[src/rtl/data_mem_arbiter.sv]
// Two-port valid/ready arbiter that sequences one-cycle accesses to the 128-byte, 24-bit-word data memory.
// Define ARB_ROUND_ROBIN_EN for round-robin arbitration; the default build gives port 0 fixed priority.
module data_mem_arbiter #(
  parameter int MEM_BYTES = 128,
  parameter int ADDR_W    = 24,
  parameter int DATA_W    = 24
) (
  input  logic              clk_i,
  input  logic              rst_ni,
  input  logic              p0ReqValid_i,
  output logic              p0ReqReady_o,
  input  logic              p0Write_i,
  input  logic [ADDR_W-1:0] p0Addr_i,
  input  logic [DATA_W-1:0] p0WData_i,
  output logic              p0RspValid_o,
  output logic [DATA_W-1:0] p0RspData_o,
  output logic              p0RspErr_o,
  input  logic              p1ReqValid_i,
  output logic              p1ReqReady_o,
  input  logic              p1Write_i,
  input  logic [ADDR_W-1:0] p1Addr_i,
  input  logic [DATA_W-1:0] p1WData_i,
  output logic              p1RspValid_o,
  output logic [DATA_W-1:0] p1RspData_o,
  output logic              p1RspErr_o,
  output logic [ADDR_W-1:0] memAddress_o,
  output logic [DATA_W-1:0] memWriteData_o,
  output logic              memWrite_o,
  output logic              memRead_o,
  input  logic [DATA_W-1:0] memReadData_i
);

  localparam logic [ADDR_W-1:0] LAST_WORD_ADDR = ADDR_W'(MEM_BYTES - 3);

  typedef enum logic {IDLE, ACCESS} state_e;

  state_e              state_q, state_d;
  logic                write_q, write_d;
  logic [ADDR_W-1:0]   addr_q, addr_d;
  logic [DATA_W-1:0]   wdata_q, wdata_d;
  logic                port_q, port_d;
  logic                p0RspValid_q, p0RspValid_d, p1RspValid_q, p1RspValid_d;
  logic [DATA_W-1:0]   p0RspData_q, p0RspData_d, p1RspData_q, p1RspData_d;
  logic                p0RspErr_q, p0RspErr_d, p1RspErr_q, p1RspErr_d;
  logic                p0Win, p1Win, p0Ready, p1Ready;
  logic                legal;
  logic [DATA_W-1:0]   rspData;

`ifdef ARB_ROUND_ROBIN_EN
  // rrLast_q remembers the last granted port; the other port wins a tie.
  logic rrLast_q, rrLast_d;

  always_comb begin
    p0Win = p0ReqValid_i & (~p1ReqValid_i | rrLast_q);
    p1Win = p1ReqValid_i & (~p0ReqValid_i | ~rrLast_q);
  end

  assign rrLast_d = (state_q == IDLE && (p0Win || p1Win)) ? p1Win : rrLast_q;

  always_ff @(posedge clk_i or negedge rst_ni) begin
    if (!rst_ni) rrLast_q <= 1'b1;
    else         rrLast_q <= rrLast_d;
  end
`else
  always_comb begin
    p0Win = p0ReqValid_i;
    p1Win = p1ReqValid_i & ~p0ReqValid_i;
  end
`endif

  assign legal   = (addr_q <= LAST_WORD_ADDR);
  assign rspData = (legal && !write_q) ? memReadData_i : '0;

  always_comb begin
    state_d        = state_q;
    write_d        = write_q;
    addr_d         = addr_q;
    wdata_d        = wdata_q;
    port_d         = port_q;
    p0Ready        = 1'b0;
    p1Ready        = 1'b0;
    memAddress_o   = '0;
    memWriteData_o = '0;
    memWrite_o     = 1'b0;
    memRead_o      = 1'b0;
    case (state_q)
      IDLE: begin
        p0Ready = p0Win;
        p1Ready = p1Win;
        if (p0Win || p1Win) begin
          state_d = ACCESS;
          port_d  = p1Win;
          write_d = p1Win ? p1Write_i : p0Write_i;
          addr_d  = p1Win ? p1Addr_i  : p0Addr_i;
          wdata_d = p1Win ? p1WData_i : p0WData_i;
        end
      end
      ACCESS: begin
        state_d = IDLE;
        // An out-of-range word never reaches the memory strobes.
        if (legal) begin
          memAddress_o   = addr_q;
          memWriteData_o = write_q ? wdata_q : '0;
          memWrite_o     = write_q;
          memRead_o      = ~write_q;
        end
      end
      default: state_d = IDLE;
    endcase
  end

  always_comb begin
    p0RspValid_d = (state_q == ACCESS) && !port_q;
    p1RspValid_d = (state_q == ACCESS) && port_q;
    p0RspData_d  = p0RspValid_d ? rspData : '0;
    p1RspData_d  = p1RspValid_d ? rspData : '0;
    p0RspErr_d   = p0RspValid_d && !legal;
    p1RspErr_d   = p1RspValid_d && !legal;
  end

  always_ff @(posedge clk_i or negedge rst_ni) begin
    if (!rst_ni) begin
      state_q <= IDLE;
      write_q <= 1'b0;
      addr_q  <= '0;
      wdata_q <= '0;
      port_q  <= 1'b0;
    end else begin
      state_q <= state_d;
      write_q <= write_d;
      addr_q  <= addr_d;
      wdata_q <= wdata_d;
      port_q  <= port_d;
    end
  end

  always_ff @(posedge clk_i or negedge rst_ni) begin
    if (!rst_ni) begin
      p0RspValid_q <= 1'b0;
      p0RspData_q  <= '0;
      p0RspErr_q   <= 1'b0;
      p1RspValid_q <= 1'b0;
      p1RspData_q  <= '0;
      p1RspErr_q   <= 1'b0;
    end else begin
      p0RspValid_q <= p0RspValid_d;
      p0RspData_q  <= p0RspData_d;
      p0RspErr_q   <= p0RspErr_d;
      p1RspValid_q <= p1RspValid_d;
      p1RspData_q  <= p1RspData_d;
      p1RspErr_q   <= p1RspErr_d;
    end
  end

  assign p0ReqReady_o = p0Ready;
  assign p1ReqReady_o = p1Ready;
  assign p0RspValid_o = p0RspValid_q;
  assign p0RspData_o  = p0RspData_q;
  assign p0RspErr_o   = p0RspErr_q;
  assign p1RspValid_o = p1RspValid_q;
  assign p1RspData_o  = p1RspData_q;
  assign p1RspErr_o   = p1RspErr_q;

endmodule

[config.mk]
export PLATFORM = sky130hd
export DESIGN_NAME = data_mem_arbiter
export DESIGN_NICKNAME = d
export VERILOG_FILES = /design/src/rtl/data_mem_arbiter.sv
export SDC_FILE = /design/constraint.sdc
export NUM_CORES = 1
export LEC_CHECK = 0
export ABC_AREA = 1
export ABC_CLOCK_PERIOD_IN_PS = 2100
export BUFFER_PORTS_ARGS = -buffer_cell sky130_fd_sc_hd__buf_2
export CORE_MARGIN = 8
export CORE_UTILIZATION = 46
export CTS_CLUSTER_SIZE = 16
export DETAILED_ROUTE_END_ITERATION = 8
export GPL_ROUTABILITY_DRIVEN = 1
export PLACE_DENSITY = 0.79
export SKIP_LAST_GASP = 1
export SYNTH_ARGS = -nofsm -noshare
export SYNTH_HDL_FRONTEND = slang
export SYNTH_SLANG_ARGS = --single-unit
[constraint.sdc]
create_clock -name clk_i -period 2.1 [get_ports clk_i]
set_input_delay 0.42 -clock clk_i [delete_from_list [all_inputs] [get_ports clk_i]]
set_output_delay 0.42 -clock clk_i [all_outputs]
set_load 0.1 [all_outputs]
==> impl_summary.txt, run 1 <==
----------------------------------------------------
[Drt]
  Via Count ... approximately 4400
  Detailed Route WL ... roughly 14000 um
  Average wire length per cell after detail routing ... ~16 um
  Number of detailed-routing iterations run before antenna repair ... 4
  Iteration-0 DRC Markers ... approximately 330
  Remaining routing DRC violations ... 0
  Antenna violation net count after detailed routing ... 0
  Via density per instance ... roughly 5.0

[STA]
  Final setup fails ... 33
  Crit path time final ... about 2.4 ns
  Least setup slack across all paths after layout ... -0.2656 ns
  Count of final max-slew check failures ... 0
  Hold violation count in the final report ... 0
  Skew final ... between 0.008 and 0.009 ns
  Final worst-path cycle share ... 112.6%
  RSZ-0062 raised after global routing ... true
  Highest attainable clock frequency ... between 400 and 500 MHz

[Setup path]
  Slowest-stage cell, CP ... sky130_fd_sc_hd__dfrtp_1
  Top cell by count, worst path ... sky130_fd_sc_hd__nor2_2
  Slowest cell delay on critical path ... approximately 0.4 ns
  Top fanout value on the critical path ... 25
  Element type at the critical path end ... output pin
  CP required ... 1.68 ns
  Cell-by-cell trace of the critical path ... nor2_2 -> nand2_1 -> nor2_2 -> nand2_2 -> nor2_8 -> nand3_4 -> buf_12 -> nor2_2 -> buf_12
  Critical path startpoint category ... flip-flop
  Crit path kind ... reg -> out
  Data arrival, critical path ... between 1.5 and 2 ns

[Die]
  DIE WIDTH ... ~120 um
  Area of the die ... around 0.014 mm^2
  Chip height ... around 120 um
  Std-Cell Core Area ... 0.009819 mm^2
  Number of top-level pins ... 230
  Starting utilization of the core area ... about 47%
  Cell row count ... 36

[Cells and area]
  Number of filler instances in the final layout ... about 780
  Share of cells above drive strength 1 ... a little under 40%
  Antenna cell count ... 0
  Layout Cell Area excl Fill ... roughly 0.0067 mm^2
  Syn-to-layout area delta ... 43.84%
  Post-route non-filler standard cell count ... 875
  Final net count ... roughly 860

[Min path]
  Class of the most critical hold timing path ... in -> reg

[Clock network]
  Maximum clock path buffer count ... 2
  Htree depth ... 3
  Clock latency at the later pin of the worst-skew pair ... approximately 0.36 ns
  Number of clock sinks ... between 100 and 150
  TritonCTS clock tree ... done
  Root buffer cell ... sky130_fd_sc_hd__clkbuf_8
  TritonCTS Buffers ... 9
  Clk slew on worst S/H paths ... approximately 0.10 ns

[Power and ir drop]
  Final Power ... 4560 uW
  Max VDD drop ... around 290 uV
  Pleak ... between 0.003 and 0.004 uW
  Cell Pwr Density ... approximately 700 mW/mm^2

[Place]
  Total of buffers placed on input and output ports ... 212
  Cell Count Post-Placement ... between 800 and 900
  Final weighted congestion in routability-driven placement ... 0.9076
  Post-detail-place hpwl ... ~11000 um
  Instance area after placement ... roughly 0.0064 mm^2
  Worst setup timing slack at the placement stage ... 0.1262 ns

[Synth]
  Synth warn ... 0
  Summed instance area of the synthesized netlist ... between 0.004 and 0.005 mm^2
  Count of unique library cells instantiated by Yosys ... 23
  Number of synthesized register bits ... 103
  Average footprint of a synthesized cell ... roughly 9 um^2
  Sequential area share after synthesis ... a little under three fifths
  Cells after synthesis ... 531

[Global routing]
  Overall overflow remaining after global route ... 0
  Antenna violations before repair ... 0
  Vias in the first global route ... approximately 4600
  Global-route wire length before repair ... ~22000 um
  Total routing resource utilization after global routing ... 20.69%
  Pin count of the biggest net entering global routing ... 52

[Run]
  Max-cap violations ... 0

[Status]
  Violations in the final reports ... setup timing
  Result of the run ... complete, but fails checks

----------------------------------------------------
-- repair_timing --
item	4_1_cts	5_1_grt
hold buffers	1	0
buffers inserted	1	2
resized for setup	11	5
endpoints found under the setup margin	33	33
hold endpoints to repair	11	0
-- synth_stat cells --
| cell type | n | area share, % |
|---|---|---|
| sky130_fd_sc_hd__a21oi_1 | 50 | 5.4 |
| sky130_fd_sc_hd__nand2_1 | 26 | 2.1 |
| sky130_fd_sc_hd__o21ai_1 | 6 | 0.65 |
| sky130_fd_sc_hd__inv_1 | 37 | 3.0 |
| sky130_fd_sc_hd__dfrtp_1 | 103 | 55 |
| sky130_fd_sc_hd__nand3_1 | 24 | 2.6 |
| sky130_fd_sc_hd__inv_2 | 3 | 0.24 |
| sky130_fd_sc_hd__clkinv_1 | 1 | 0.081 |
| sky130_fd_sc_hd__nor3_1 | 1 | 0.11 |
| sky130_fd_sc_hd__o21ai_0 | 63 | 6.8 |
| sky130_fd_sc_hd__buf_1 | 1 | 0.081 |
| sky130_fd_sc_hd__buf_6 | 2 | 0.48 |
| sky130_fd_sc_hd__clkbuf_1 | 23 | 1.9 |
| sky130_fd_sc_hd__nor2_1 | 124 | 10 |
| sky130_fd_sc_hd__nand2_2 | 2 | 0.27 |
| sky130_fd_sc_hd__nor2_2 | 12 | 1.6 |
| sky130_fd_sc_hd__o31ai_1 | 15 | 2.4 |
| sky130_fd_sc_hd__nor2_8 | 1 | 0.43 |
| sky130_fd_sc_hd__nor2_4 | 8 | 1.9 |
| sky130_fd_sc_hd__buf_2 | 4 | 0.43 |
| sky130_fd_sc_hd__nand3_4 | 1 | 0.38 |
| sky130_fd_sc_hd__buf_4 | 23 | 3.7 |
| sky130_fd_sc_hd__conb_1 | 1 | 0.081 |
-- power by group --
group,internal (uW),total (uW),switching (uW)
Combinational,287,1050,765
Sequential,2180,2270,90.7
Clock,569,1240,669
Total,3040,4560,1520
-- final cells by class --
type	instances	area (um^2)	share of cell area (%)
clock buffer	10	127.6	1.907
clock inverter	6	73.82	1.103
inverter	41	157.7	2.356
multi-input combinational	350	1824	27.26
sequential	103	2577	38.52
tap	133	166.4	2.487
timing repair buffer	232	1764	26.36
-- sequential cells by signal (all words and copies together), names as in the netlist --
name / count
addr_q: 24
p0RspData_o: 24
p1RspData_o: 24
wdata_q: 24
p0RspErr_o: 1
p0RspValid_o: 1
p1RspErr_o: 1
p1RspValid_o: 1
port_q: 1
state_q: 1
write_q: 1
-- through the flow --
stage / hold slack, ns / setup TNS, ns / util, %
2_1_floorplan: 0.1244 / -4.900 / -
3_3_place_gp: 0.3995 / 0 / 65.02
3_5_place_dp: 0.3981 / 0 / 65.02
4_1_cts: 0.2743 / -8.154 / 67.76
5_1_grt: 0.2961 / -10.51 / 68.14
6_report: 0.2959 / -7.219 / 68.14
-- final timing paths --
check | end | depth (start not counted) | slack [ns] | start
min in group asynchronous | addr_q[16] | 2 | 0.57 | rst_ni
worst max register to register | p1RspData_o[2] | 9 | 0.40 | addr_q[9]
max in group asynchronous | wdata_q[21] | 3 | 0.90 | rst_ni
worst max-delay path | memWriteData_o[5] | 9 | -0.27 | addr_q[9]
worst min register to register | p0RspValid_o | 1 | 0.49 | port_q
worst min-delay path | addr_q[0] | 3 | 0.30 | p1Addr_i[0]
-- cell usage in the layout, fill, tap and decap left out, drive strengths merged --
cell / instances
buf: 231
nor2: 145
dfrtp: 103
o21ai: 69
a21oi: 50
inv: 42
nand2: 28
nand3: 25
conb: 17
o31ai: 15
clkbuf: 10
clkinv: 3
nor3: 1
clkinvlp: 1
bufinv: 1
dlygate4sd3: 1
-- critical path, delay by kind of cell (launching register included) --
family	cells	cell delay (ns)
and+or+nand+nor	7	0.76
DFF	1	0.40
buffers and inverters	2	0.40
-- metal layers --
| metal | GRT usage (%) | routed length, um | vias up |
|---|---|---|---|
| met3 | 7.135 | 1715 | 27 |
| met5 | 0 | 0 | - |
| met1 | 23.60 | 5462 | 2027 |
| met4 | 8.874 | 324 | 0 |
| li1 | - | - | 2081 |
| met2 | 34.71 | 6754 | 251 |
-- logic make-up after synthesis --
logic type	after synthesis	synth area share, %
compound gates	134	15.22
buf+inv	94	9.871
flops	103	55.41
other cells	1	0.08061
simple gates	199	19.42
No activity file was read; power rests on OpenSTA's default activity.
==> inputs of run 2 (changes only) <==
--- a/config.mk
+++ b/config.mk
@@ -5,14 +5,14 @@
 export SDC_FILE = /design/constraint.sdc
 export NUM_CORES = 1
 export LEC_CHECK = 0
-export ABC_AREA = 1
 export ABC_CLOCK_PERIOD_IN_PS = 2100
 export BUFFER_PORTS_ARGS = -buffer_cell sky130_fd_sc_hd__buf_2
 export CORE_MARGIN = 8
-export CORE_UTILIZATION = 46
+export CORE_UTILIZATION = 47
 export CTS_CLUSTER_SIZE = 16
 export DETAILED_ROUTE_END_ITERATION = 8
 export GPL_ROUTABILITY_DRIVEN = 1
+export GPL_TIMING_DRIVEN = 0
 export PLACE_DENSITY = 0.79
 export SKIP_LAST_GASP = 1
 export SYNTH_ARGS = -nofsm -noshare
==> impl_summary.txt, run 2 <==
----------------------------------------------------
[Status]
  Result of the run ... complete, but fails checks (unchanged)
  Violations in the final reports ... setup timing (unchanged)

[STA]
  RSZ-0062 raised after global routing ... true (unchanged)
  Actual slew at the worst max-slew pin ... roughly 0.7 ns
  Final worst-path cycle share ... 121.7% (was 112.6%)
  Least setup slack across all paths after layout ... -0.4555 ns (was -0.2656 ns)
  Hold violation count in the final report ... 0 (unchanged)
  Count of final max-slew check failures ... 0 (unchanged)
  Final setup fails ... 33 (unchanged)
  Headroom to the max-slew limit ... between 50% and 60%
  Post-route setup TNS ... -11.98 ns (was -7.219 ns)
  Skew final ... 0.01419 ns (was 0.008839 ns)
  Worst Hold Margin ... 0.09318 ns (was 0.2959 ns)
  Crit path time final ... 2.556 ns (was 2.366 ns)
  Highest attainable clock frequency ... 391.3 MHz (was 422.7 MHz)

[Min path]
  Class of the most critical hold timing path ... in -> async (was in -> reg)

[Clock network]
  Number of clock sinks ... 103 (unchanged)
  Post-CTS Hold Buffers ... 0 (was 1)
  Maximum clock path buffer count ... 2 (unchanged)
  Root buffer cell ... sky130_fd_sc_hd__clkbuf_8 (unchanged)
  TritonCTS clock tree ... done (unchanged)
  TritonCTS Buffers ... 9 (unchanged)
  Clock latency at the later pin of the worst-skew pair ... 0.35 ns (was 0.36 ns)
  Clk slew on worst S/H paths ... 0.10 ns (about the same)
  Htree depth ... 3 (unchanged)

[Die]
  Std-Cell Core Area ... 0.01032 mm^2 (was 0.009819 mm^2)
  Cell row count ... 37 (was 36)
  Starting utilization of the core area ... 48.38% (was 47.38%)
  Number of top-level pins ... 230 (unchanged)
  DIE WIDTH ... 119.1 um (was 116.6 um)
  Chip height ... 119.1 um (was 116.6 um)
  Area of the die ... 0.01418 mm^2 (was 0.01359 mm^2)

[Setup path]
  CP required ... 1.68 ns (about the same)
  Number of cells traversed by the worst register-to-register path ... 7 (was 9)
  Crit path kind ... reg -> out (unchanged)
  Top fanout value on the critical path ... 7 (was 25)
  Launching point of the worst reg2reg path ... addr_q[13] (was addr_q[9])
  Worst reg-to-reg setup slack ... 0.15 ns (was 0.40 ns)
  Capture point of the worst reg-to-reg path ... p0RspData_o[12] (was p1RspData_o[2])
  Data arrival, critical path ... 2.14 ns (was 1.95 ns)
  Element type at the critical path end ... output pin (unchanged)
  Critical path startpoint category ... flip-flop (unchanged)

[Synth]
  Top cell type's share of synthesized area ... 51.60% (was 55.41%)
  Post-Synth Adder-Cell Area ... 0% (unchanged)
  Most used DFF post-synth ... sky130_fd_sc_hd__dfrtp_1 (unchanged)
  Count of unique library cells instantiated by Yosys ... 27 (was 23)
  Cells after synthesis ... 479 (was 531)
  Synth warn ... 0 (unchanged)
  Post-synthesis cell type with the largest combined area ... sky130_fd_sc_hd__dfrtp_1 (unchanged)
  Sequential area share after synthesis ... 51.60% (was 55.41%)
  Mux share of post-synthesis cell area ... 0% (unchanged)
  Dominant combinational cell family by area after synthesis ... simple AND/OR/NAND/NOR gates (unchanged)
  Biggest area contributors in the synthesized netlist ... sky130_fd_sc_hd__dfrtp_1, sky130_fd_sc_hd__a22oi_1, sky130_fd_sc_hd__nor4b_2, sky130_fd_sc_hd__nor4_2, sky130_fd_sc_hd__nand2_1 (was sky130_fd_sc_hd__dfrtp_1, sky130_fd_sc_hd__nor2_1, sky130_fd_sc_hd__o21ai_0, sky130_fd_sc_hd__a21oi_1, sky130_fd_sc_hd__buf_4)
  Async S/R FF share, synth ... 100.0% (unchanged)
  Post-synth top cells ... sky130_fd_sc_hd__dfrtp_1, sky130_fd_sc_hd__nand2_1, sky130_fd_sc_hd__a22oi_1, sky130_fd_sc_hd__o21ai_0 (was sky130_fd_sc_hd__nor2_1, sky130_fd_sc_hd__dfrtp_1, sky130_fd_sc_hd__o21ai_0)
  Area fraction in and, or, nand and nor cells after synthesis ... 28.21% (was 19.42%)
  XOR/XNOR share of the synthesized area ... 0% (unchanged)
  Number of synthesized register bits ... 103 (unchanged)
  Compound-Gate Fraction of Synth Area ... 13.25% (was 15.22%)
  Summed instance area of the synthesized netlist ... 0.004995 mm^2 (was 0.004652 mm^2)
  Average footprint of a synthesized cell ... 10.43 um^2 (was 8.761 um^2)
  Post-synth EDFFs ... 0 (unchanged)
  Most instantiated library cell after synthesis ... sky130_fd_sc_hd__dfrtp_1 (was sky130_fd_sc_hd__nor2_1)

[Global routing]
  Antenna violations before repair ... 0 (unchanged)
  Overall overflow remaining after global route ... 0 (unchanged)
  Total routing resource utilization after global routing ... 23.33% (was 20.69%)
  Pin count of the biggest net entering global routing ... 55 (was 52)
  Global-route wire length before repair ... 27060 um (was 21870 um)
  Vias in the first global route ... 5278 (was 4594)

[Cells and area]
  Most common cell after layout, fill and taps aside ... sky130_fd_sc_hd__buf_2 (unchanged)
  Commonest cells after routing, fill and taps aside ... sky130_fd_sc_hd__buf_2, sky130_fd_sc_hd__dfrtp_1, sky130_fd_sc_hd__nand2_1 (was sky130_fd_sc_hd__buf_2, sky130_fd_sc_hd__nor2_1, sky130_fd_sc_hd__dfrtp_1)
  Final net count ... 860 (was 863)
  Post-route non-filler standard cell count ... 875 (unchanged)
  Syn-to-layout area delta ... 53.36% (was 43.84%)
  Antenna cell count ... 0 (unchanged)
  Share of cells above drive strength 1 ... 50.61% (was 39.35%)

[Drt]
  Via density per instance ... 5.280 (was 5.013)
  Average wire length per cell after detail routing ... 18.85 um (was 16.29 um)
  Iteration-0 DRC Markers ... 281 (was 332)
  Detailed Route WL ... 16490 um (was 14260 um)
  Via Count ... 4620 (was 4386)
  Number of detailed-routing iterations run before antenna repair ... 4 (unchanged)
  Remaining routing DRC violations ... 0 (unchanged)
  Antenna violation net count after detailed routing ... 0 (unchanged)

[Power and ir drop]
  Cell Pwr Density ... 618.0 mW/mm^2 (was 681.5 mW/mm^2)
  Max VDD drop ... 415.0 uV (was 294.1 uV)
  Pleak ... 0.003847 uW (was 0.003369 uW)
  Final Power ... 4734 uW (was 4560 uW)

[Place]
  Post-detail-place hpwl ... 12440 um (was 11060 um)
  Total of buffers placed on input and output ports ... 211 (was 212)
  Cell Count Post-Placement ... 843 (was 855)
  Final weighted congestion in routability-driven placement ... 0.8282 (was 0.9076)

[Run]
  Max-cap violations ... 0 (unchanged)

----------------------------------------------------
## run 2: cell types whose count changed after synthesis, sizes merged, moves of 32 or more
cell   delta
a22oi    +49
nor2    -143
nand2    +54
inv      -37
a21oi    -49
nor3     +32
## run 2: worst max-delay path: stages, from the launching register on
cell and delay (ns):
sky130_fd_sc_hd__dfrtp_1 0.42, sky130_fd_sc_hd__nor4_4 0.33, sky130_fd_sc_hd__nand3_2 0.12, sky130_fd_sc_hd__buf_8 0.17, sky130_fd_sc_hd__buf_12 0.13, sky130_fd_sc_hd__nor4b_4 0.33, sky130_fd_sc_hd__buf_6 0.28
## run 2: power breakdown
part / switching [uW] / internal (uW)
combinational: 851 / 415
sequential: 140 / 2170
clock: 660 / 500
## run 2: cells by family (layout without fill, tap and decap cells)
group	after synthesis	count (layout)
and+or+nand+nor	202	202
buffers and inverters	69	313
other	1	17
DFF	103	103
AOI/OAI and AO/OA	104	104
## run 2: repair_timing
action,in CTS,in global routing
pin swaps,6,9
resized for setup,124,33
buffers inserted,8,8
gates cloned,1,1
endpoints found under the setup margin,35,34
## run 2: area by class of cell
cell class	instances	area, um^2
buffer	64	430.4
inverter	3	11.26
timing repair buffer	230	1755
clock inverter	4	30.03
clock buffer	12	155.1
multi-input combinational	323	2530
fill	710	2664
sequential	103	2577
tap	136	170.2
## run 2: stage by stage
step	utilization, %	area [um^2]	setup WS, ns
after floorplan	-	5465	-0.4341
after global placement	64.82	6691	-0.4719
after detailed placement	65.11	6721	-0.4806
after CTS	72.26	7460	-0.4596
after global routing	74.20	7660	-0.5614
final	74.20	7660	-0.4555
## run 2: routing by layer
| layer | vias to the layer above | part of all wire, % | track usage [%] |
|---|---|---|---|
| li1 | 2172 | - | - |
| met1 | 2212 | 39 | 26.52 |
| met2 | 214 | 51 | 40.67 |
| met3 | 22 | 8.5 | 7.936 |
| met4 | 0 | 1.8 | 6.877 |
| met5 | - | 0 | 0 |
## run 2: worst max path at each step
stage	startpoint	slack [ns]	end	cells after the start
floorplan	addr_q[13]	-0.43	memRead_o	4
global placement	addr_q[13]	-0.47	memWriteData_o[1]	5
detailed placement	addr_q[13]	-0.48	memWriteData_o[1]	5
CTS	addr_q[16]	-0.46	memRead_o	5
global route	addr_q[19]	-0.56	memWriteData_o[23]	6
finish	addr_q[13]	-0.46	memRead_o	6
